<file path="config.mk">
export PLATFORM = sky130hd
export DESIGN_NAME = led_blink_multi
export DESIGN_NICKNAME = d
export VERILOG_FILES = /design/src/rtl/led_blink_multi.sv
export SDC_FILE = /design/constraint.sdc
export NUM_CORES = 1
export LEC_CHECK = 0
export CORE_ASPECT_RATIO = 0.6
export CORE_MARGIN = 5
export CORE_UTILIZATION = 37
export DETAILED_ROUTE_END_ITERATION = 8
export PLACE_DENSITY_LB_ADDON = 0.08
export SLEW_MARGIN = 20
export SYNTH_ARGS = -nofsm -noshare
export SYNTH_HDL_FRONTEND = slang
export SYNTH_SLANG_ARGS = --single-unit
</file>
<file path="constraint.sdc">
create_clock -name clk -period 2.3 [get_ports clk]
set_input_delay 0.69 -clock clk [delete_from_list [all_inputs] [get_ports clk]]
set_output_delay 0.69 -clock clk [all_outputs]
set_load 0.01 [all_outputs]
</file>
<file path="src/rtl/led_blink_multi.sv">
// N-channel LED blinker with shared prescaler, phase counter,
// per-channel switch synchroniser/debouncer and 2-bit mode select.
module led_blink_multi #(
    parameter int N_CH       = 4,
    parameter int TICK_DIV   = 25_000_000,
    parameter int DEB_CYCLES = 1_000_000
) (
    input  logic              clk,
    input  logic              rst_n,
    input  logic [N_CH-1:0]   sw,
    input  logic [2*N_CH-1:0] mode,
    input  logic              restart,
    output logic [N_CH-1:0]   led,
    output logic              tick
);

    localparam int PW = $clog2(TICK_DIV);
    localparam int DW = $clog2(DEB_CYCLES + 1);

    localparam logic [PW-1:0] PMAX = PW'(TICK_DIV - 1);
    localparam logic [DW-1:0] DMAX = DW'(DEB_CYCLES - 1);

    logic [PW-1:0]   pcnt;
    logic [1:0]      phase;
    logic [N_CH-1:0] s1;
    logic [N_CH-1:0] s2;
    logic [N_CH-1:0] sw_stable;
    logic [DW-1:0]   dcnt [N_CH];
    logic [N_CH-1:0] fsel;

    // Shared prescaler; restart wins over terminal count
    always_ff @(posedge clk or negedge rst_n) begin
        if (!rst_n) begin
            pcnt <= '0;
            tick <= 1'b0;
        end else if (restart) begin
            pcnt <= '0;
            tick <= 1'b0;
        end else if (pcnt == PMAX) begin
            pcnt <= '0;
            tick <= 1'b1;
        end else begin
            pcnt <= pcnt + 1'b1;
            tick <= 1'b0;
        end
    end

    // Blink phase advances once per tick; bit0 fast, bit1 slow
    always_ff @(posedge clk or negedge rst_n) begin
        if (!rst_n) begin
            phase <= 2'd0;
        end else if (restart) begin
            phase <= 2'd0;
        end else if (tick) begin
            if (phase == 2'd3) begin
                phase <= 2'd0;
            end else begin
                phase <= phase + 2'd1;
            end
        end
    end

    // Two-flop synchroniser for the asynchronous board switches
    always_ff @(posedge clk or negedge rst_n) begin
        if (!rst_n) begin
            s1 <= '0;
            s2 <= '0;
        end else begin
            s1 <= sw;
            s2 <= s1;
        end
    end

    // Accept a switch level only after DEB_CYCLES differing cycles
    always_ff @(posedge clk or negedge rst_n) begin
        if (!rst_n) begin
            sw_stable <= '0;
            for (int i = 0; i < N_CH; i++) begin
                dcnt[i] <= '0;
            end
        end else begin
            for (int i = 0; i < N_CH; i++) begin
                if (s2[i] != sw_stable[i]) begin
                    if (dcnt[i] == DMAX) begin
                        sw_stable[i] <= s2[i];
                        dcnt[i]      <= '0;
                    end else begin
                        dcnt[i] <= dcnt[i] + 1'b1;
                    end
                end else begin
                    dcnt[i] <= '0;
                end
            end
        end
    end

    // Per-channel mode decode: off, steady, fast, slow
    always_comb begin
        fsel = '0;
        for (int i = 0; i < N_CH; i++) begin
            unique case (mode[2*i +: 2])
                2'b00:   fsel[i] = 1'b0;
                2'b01:   fsel[i] = 1'b1;
                2'b10:   fsel[i] = phase[0];
                default: fsel[i] = phase[1];
            endcase
        end
    end

    // Registered LED drive gated by the debounced switch
    always_ff @(posedge clk or negedge rst_n) begin
        if (!rst_n) begin
            led <= '0;
        end else begin
            led <= sw_stable & fsel;
        end
    end

endmodule

</file>
# Yosys cells after proc, flatten, opt, wreduce, memory -nomap -nowiden
# Index checks and enable logic that the tools add are counted.
dict set report word_totals {
  reg_bits 124
}
dict set report op_classes {
  mux 19
  eq_ne 18
  n_addsub 6
  bitwise_logic 1
  n_reduce_logical 9
}
# cell n
set op_table {}
lappend op_table {{20-bit two-way mux} 8}
lappend op_table {{20-bit by 1-bit adder with 20-bit output (second input constant)} 4}
lappend op_table {{20-bit == test (second input constant)} 4}
lappend op_table {{25-bit two-way mux} 2}
lappend op_table {{25-bit by 1-bit adder with 25-bit output (second input constant)} 1}
lappend op_table {{25-bit == test (second input constant)} 1}
lappend op_table {{1-bit one-hot mux with 3 select lines} 4}
lappend op_table {{2-bit == test (second input constant)} 5}
lappend op_table {{2-bit by 1-bit == test with 1-bit output (second input constant)} 4}
lappend op_table {{2-bit logical NOT} 4}
lappend op_table {{2-bit AND reduction} 4}
lappend op_table {{2-bit two-way mux} 3}
lappend op_table {{4-bit bitwise AND} 1}
lappend op_table {{1-bit != test} 4}
lappend op_table {{2-bit by 1-bit adder with 2-bit output (second input constant)} 1}
lappend op_table {{1-bit two-way mux} 2}
lappend op_table {{2-bit nonzero test} 1}

# Logic depth before layout (Yosys ltp)
dict set report logic_depth {
  depth_word 4
  ltp_mapped 6
  mapped_depth_nobuf 5
}

# Least setup slack after synthesis
# Ideal clock, no wire load.
dict set report synth_path {
  kind {flip-flop to flip-flop}
  from {register dcnt[70] in the netlist's numbering}
  to {register sw_stable[0]}
  required_time_ns 2.175
  setup_ns 0.125
  arrival_ns 1.929
  path_stages_with_launch 5
  period_less_slack_ns 2.054
  setup_slack_ns 0.246
  path_cell_list {dfrtp_1 or4_1 or4_4 nor2_1 mux2_2}
}
dict set report synth_via {
  elab_chain_cells 2
}
# element line
set synth_rtl {}
lappend synth_rtl {{start: declaration} 28} ;# logic [DW-1:0] dcnt [N_CH];
lappend synth_rtl {{start signal: indexed assignment} 88} ;# dcnt[i] <= dcnt[i] + 1'b1;
lappend synth_rtl {{20-bit == test} 84} ;# if (dcnt[i] == DMAX) begin
lappend synth_rtl {{2-bit AND reduction (no line)} -}
lappend synth_rtl {{end signal: indexed assignment} 85} ;# sw_stable[i] <= s2[i];
lappend synth_rtl {{end: declaration} 27} ;# logic [N_CH-1:0] sw_stable;
# No other way between the ends.
# A chain may end at the register's enable or synchronous reset.

# Worst setup path in the final report
# Ends and elaborated chain as after synthesis.

==> results <==
- Counting every net in the synthesized netlist gives 625.
- After detailed placement, the total cell area comes to 0.00644 mm2.
- The number of violations of the max-capacitance limit is 0.
- The total die area is 0.0188 mm2.
- TritonCTS built the clock tree.
- The worst path meets setup with 0.0899 ns of slack.
- The area of the mapped netlist is 0.00596 mm2.
- The number of hold violations in the final report came to 0.
- Once detail routing completed, the nets flagged for antenna violations numbered 0.
- Of all nets on the critical path, the largest fanout is 4.
- The count of final setup violators is 0.
- Across all hold checks on the routed design, the worst slack comes to 0.0774 ns.
- OpenSTA, run right after detailed placement, puts the worst setup slack at 0.135 ns.
- For this block, the initial DRC count from the detailed router was 284.
- The number of antenna violations at the first check in global routing is 0.
- The floorplan has 35 rows.
- The delay contributed by the slowest stage of the critical path is 0.54 ns.
- The worst supply voltage drop on vdd is 434 uV.
- Traced cell by cell, the critical path runs through or4_1 > or4_4 > nor2_1 > mux2_2.
- The number of sinks on the clock net is 124.
- The number of unique standard cell types used by synthesis is 43.
- Once the clock tree was built, the resizer swapped 0 gates to a different size.
- The tightest min-delay check is of the in -> async type.
- After clock tree synthesis, the clock-pin slew on the worst setup and hold paths is 0.06 ns.
- The area overhead of the layout relative to synthesis is 19.2%.
- The number of antenna diodes in the final layout is 0.
- The residual overflow from global routing is 0.
- The routed layout has 4479 vias.
- The clock skew is 0.0111 ns.
- The length of the first detailed-routing pass in iterations is 4.
- Of the cells placed in the final design, the portion with a size suffix greater than 1 is 0.0940.
- The total negative setup slack is 0 ns.
- Of all flip-flops after synthesis, the portion carrying an async set or reset was 1.00.
- The initial utilization of the core area, before any placement, comes to 0.382.
- For the worst setup path, the data arrival time is 2.50 ns.
- The worst slew slack as a fraction of its limit is 0.470.
- The sequential cell area fraction in the yosys report is 0.521.
- The standby leakage power is 2.81 nW.
- The number of buffers inserted to repair setup after CTS is 0.
- Counting tap cells, the placed design contains a total of 820 instances.
- The kind of critical path is reg -> reg.
- STA puts the critical path data required time at 2.59 ns.
- In the final routed layout, each cell accounts on average for 14.4 um.
- Entering global routing, the biggest net connects 69 pins.
- Buffers inserted to repair hold after CTS numbered 0.
- The first global-routing pass estimated 21300 um of wire.
- In the global route stage, overall resource usage came out at 0.139.
- The flow ran to the end, and the final reports show no timing, DRC or antenna violations.
- Buffers inserted during clock tree synthesis total 17.
- The total power density per cell area is 757 mW/mm2.
- For this run, the leading register cell type out of synthesis is sky130_fd_sc_hd__dfrtp_1.
- The total chip power is 5.38 mW.
- The top achievable clock speed is 452 MHz.
- The core outline area is 0.0156 mm2.
- At the pin with the least slew margin, the transition time is 0.788 ns.
- Setup repair after global routing left no endpoint under its margin.
- At the end of routability-driven placement, the weighted congestion stood at 0.723.
- The vertical die dimension is 108 um.
- Yosys mapped a number of flops with a built-in enable equal to 0.
- The part of the cycle the worst path needs is 0.961.
- The deepest clock path buffer count is 2.
- The Yosys step of the flow raised 0 warnings.
- The detailed-route DRC error count is 0.
- The number of top-level pins is 20.
- The clock network latency to the later pin of the worst-skew pair is 0.41 ns.
- The synthesized instance count is 604.
- STA classifies the critical path startpoint as a flip-flop.
- The area share of the largest cell type after synthesis is 0.521.
- After routing the design area is 0.00710 mm2.
- At the end of the flow the core is filled with cells to 0.456.
- The number of non-filler instances in the completed layout is 852.
- The via density per instance is 5.26.
- The via count of the first global-routing pass came to 4289.
- The HPWL after detailed placement is 8380 um.
- The number of slew-limit violations in the final report is 0.
- In this run the number of H-tree levels came out at 4.
- Sorting the synthesized cells by area gives the leading types as sky130_fd_sc_hd__dfrtp_1, sky130_fd_sc_hd__nor2_1, sky130_fd_sc_hd__xnor2_1, sky130_fd_sc_hd__xor2_1, sky130_fd_sc_hd__nand4_1.
- The synthesis-stage register bit count is 124.
- STA classifies the critical path endpoint as a flip-flop.
- The minimum clock period after layout is 2.21 ns.
- On the critical path, the stage with the largest delay is an instance of sky130_fd_sc_hd__or4_1.
- The die is 174 um wide.
- The library cell with the largest summed area after synthesis is sky130_fd_sc_hd__dfrtp_1.
- The clock root buffer is sky130_fd_sc_hd__clkbuf_16.
- The total length of routed wires is 12300 um.
- In this run the mean area of a mapped cell was 9.87 um2.
- At the end of the flow, the number of nets in the layout was 657.
- In this run the tool buffered the top-level ports with 19 buffer cells.
==> cell usage after synthesis, types with 17 or more instances <==
cell type	count
sky130_fd_sc_hd__nand4_1	33
sky130_fd_sc_hd__nor2_1	82
sky130_fd_sc_hd__xnor2_1	31
sky130_fd_sc_hd__xor2_1	30
sky130_fd_sc_hd__or4_1	19
sky130_fd_sc_hd__inv_1	22
sky130_fd_sc_hd__nand2_1	30
sky130_fd_sc_hd__o21ai_0	24
sky130_fd_sc_hd__dfrtp_1	124
sky130_fd_sc_hd__a21oi_1	39
sky130_fd_sc_hd__nand3_1	33
sky130_fd_sc_hd__or3_1	17
==> sequential cells by signal, indices dropped and copies added (netlist names) <==
signal / cells
pcnt: 25
sw_stable: 4
phase: 2
dcnt: 80
s2: 4
s1: 4
tick: 1
led: 4
==> kinds of logic (layout without fill, tap and decap cells) <==
logic type,after synthesis,after routing,share of synthesized area
muxes,8,8,0.0143
DFF,124,124,0.521
AOI/OAI and AO/OA,87,87,0.0865
xor gates and xnor gates,61,61,0.0896
and+or+nand+nor,277,277,0.248
adders and majority gates,6,6,0.0126
buffers and inverters,41,86,0.0283
==> cell type report <==
cell class | count | area [um2]
Timing Repair Buffer | 32 | 310
Multi-Input combinational cell | 439 | 2700
Tap cell | 203 | 254
Fill cell | 1444 | 8490
Clock buffer | 19 | 443
Clock inverter | 13 | 214
Sequential cell | 124 | 3100
Inverter | 22 | 82.6
==> cell usage in the layout (no fill, tap or decap), drive strengths merged, types with 11 or more instances in the layout <==
| cell type | n |
|---|---|
| a21oi | 39 |
| and3 | 11 |
| buf | 14 |
| clkbuf | 19 |
| clkdlybuf4s50 | 18 |
| dfrtp | 124 |
| inv | 24 |
| nand2 | 30 |
| nand3 | 34 |
| nand4 | 33 |
| nor2 | 82 |
| nor3 | 11 |
| nor4 | 13 |
| o21ai | 25 |
| o31ai | 13 |
| or3 | 17 |
| or4 | 20 |
| xnor2 | 31 |
| xor2 | 30 |
==> metal layers <==
| metal | routed length [um] | global-route usage |
|---|---|---|
| met5 | 0 | 0 |
| met4 | 97 | 0.0412 |
| met3 | 399 | 0.0356 |
| met2 | 5110 | 0.198 |
| met1 | 6670 | 0.208 |
==> critical path: cells and delay by family (launching register included) <==
family           cells  cell delay, ns
DFF                  1            0.41
muxes                1            0.37
and+or+nand+nor      3            1.30
==> worst paths after layout <==
path / start / to / slack [ns] / cells after the start
min in group clk: s1[1]$_DFF_PN0_ / s2[1]$_DFF_PN0_ / 0.35 / 0
max in group asynchronous: rst_n / dcnt[57]$_DFF_PN0_ / 1.65 / 2
setup reg to reg: dcnt[70]$_DFF_PN0_ / sw_stable[0]$_DFFE_PN0P_ / 0.09 / 4
setup / recovery: dcnt[70]$_DFF_PN0_ / sw_stable[0]$_DFFE_PN0P_ / 0.09 / 4
hold reg to reg: s1[1]$_DFF_PN0_ / s2[1]$_DFF_PN0_ / 0.35 / 0
hold / removal: rst_n / pcnt[2]$_DFF_PN0_ / 0.08 / 1
==> where the power goes <==
part | switching, mW | internal [mW]
combinational | 0.101 | 0.0620
sequential | 0.0262 | 2.21
clock | 1.01 | 1.96
total | 1.14 | 4.24
Power figures use the tool's default switching activity.
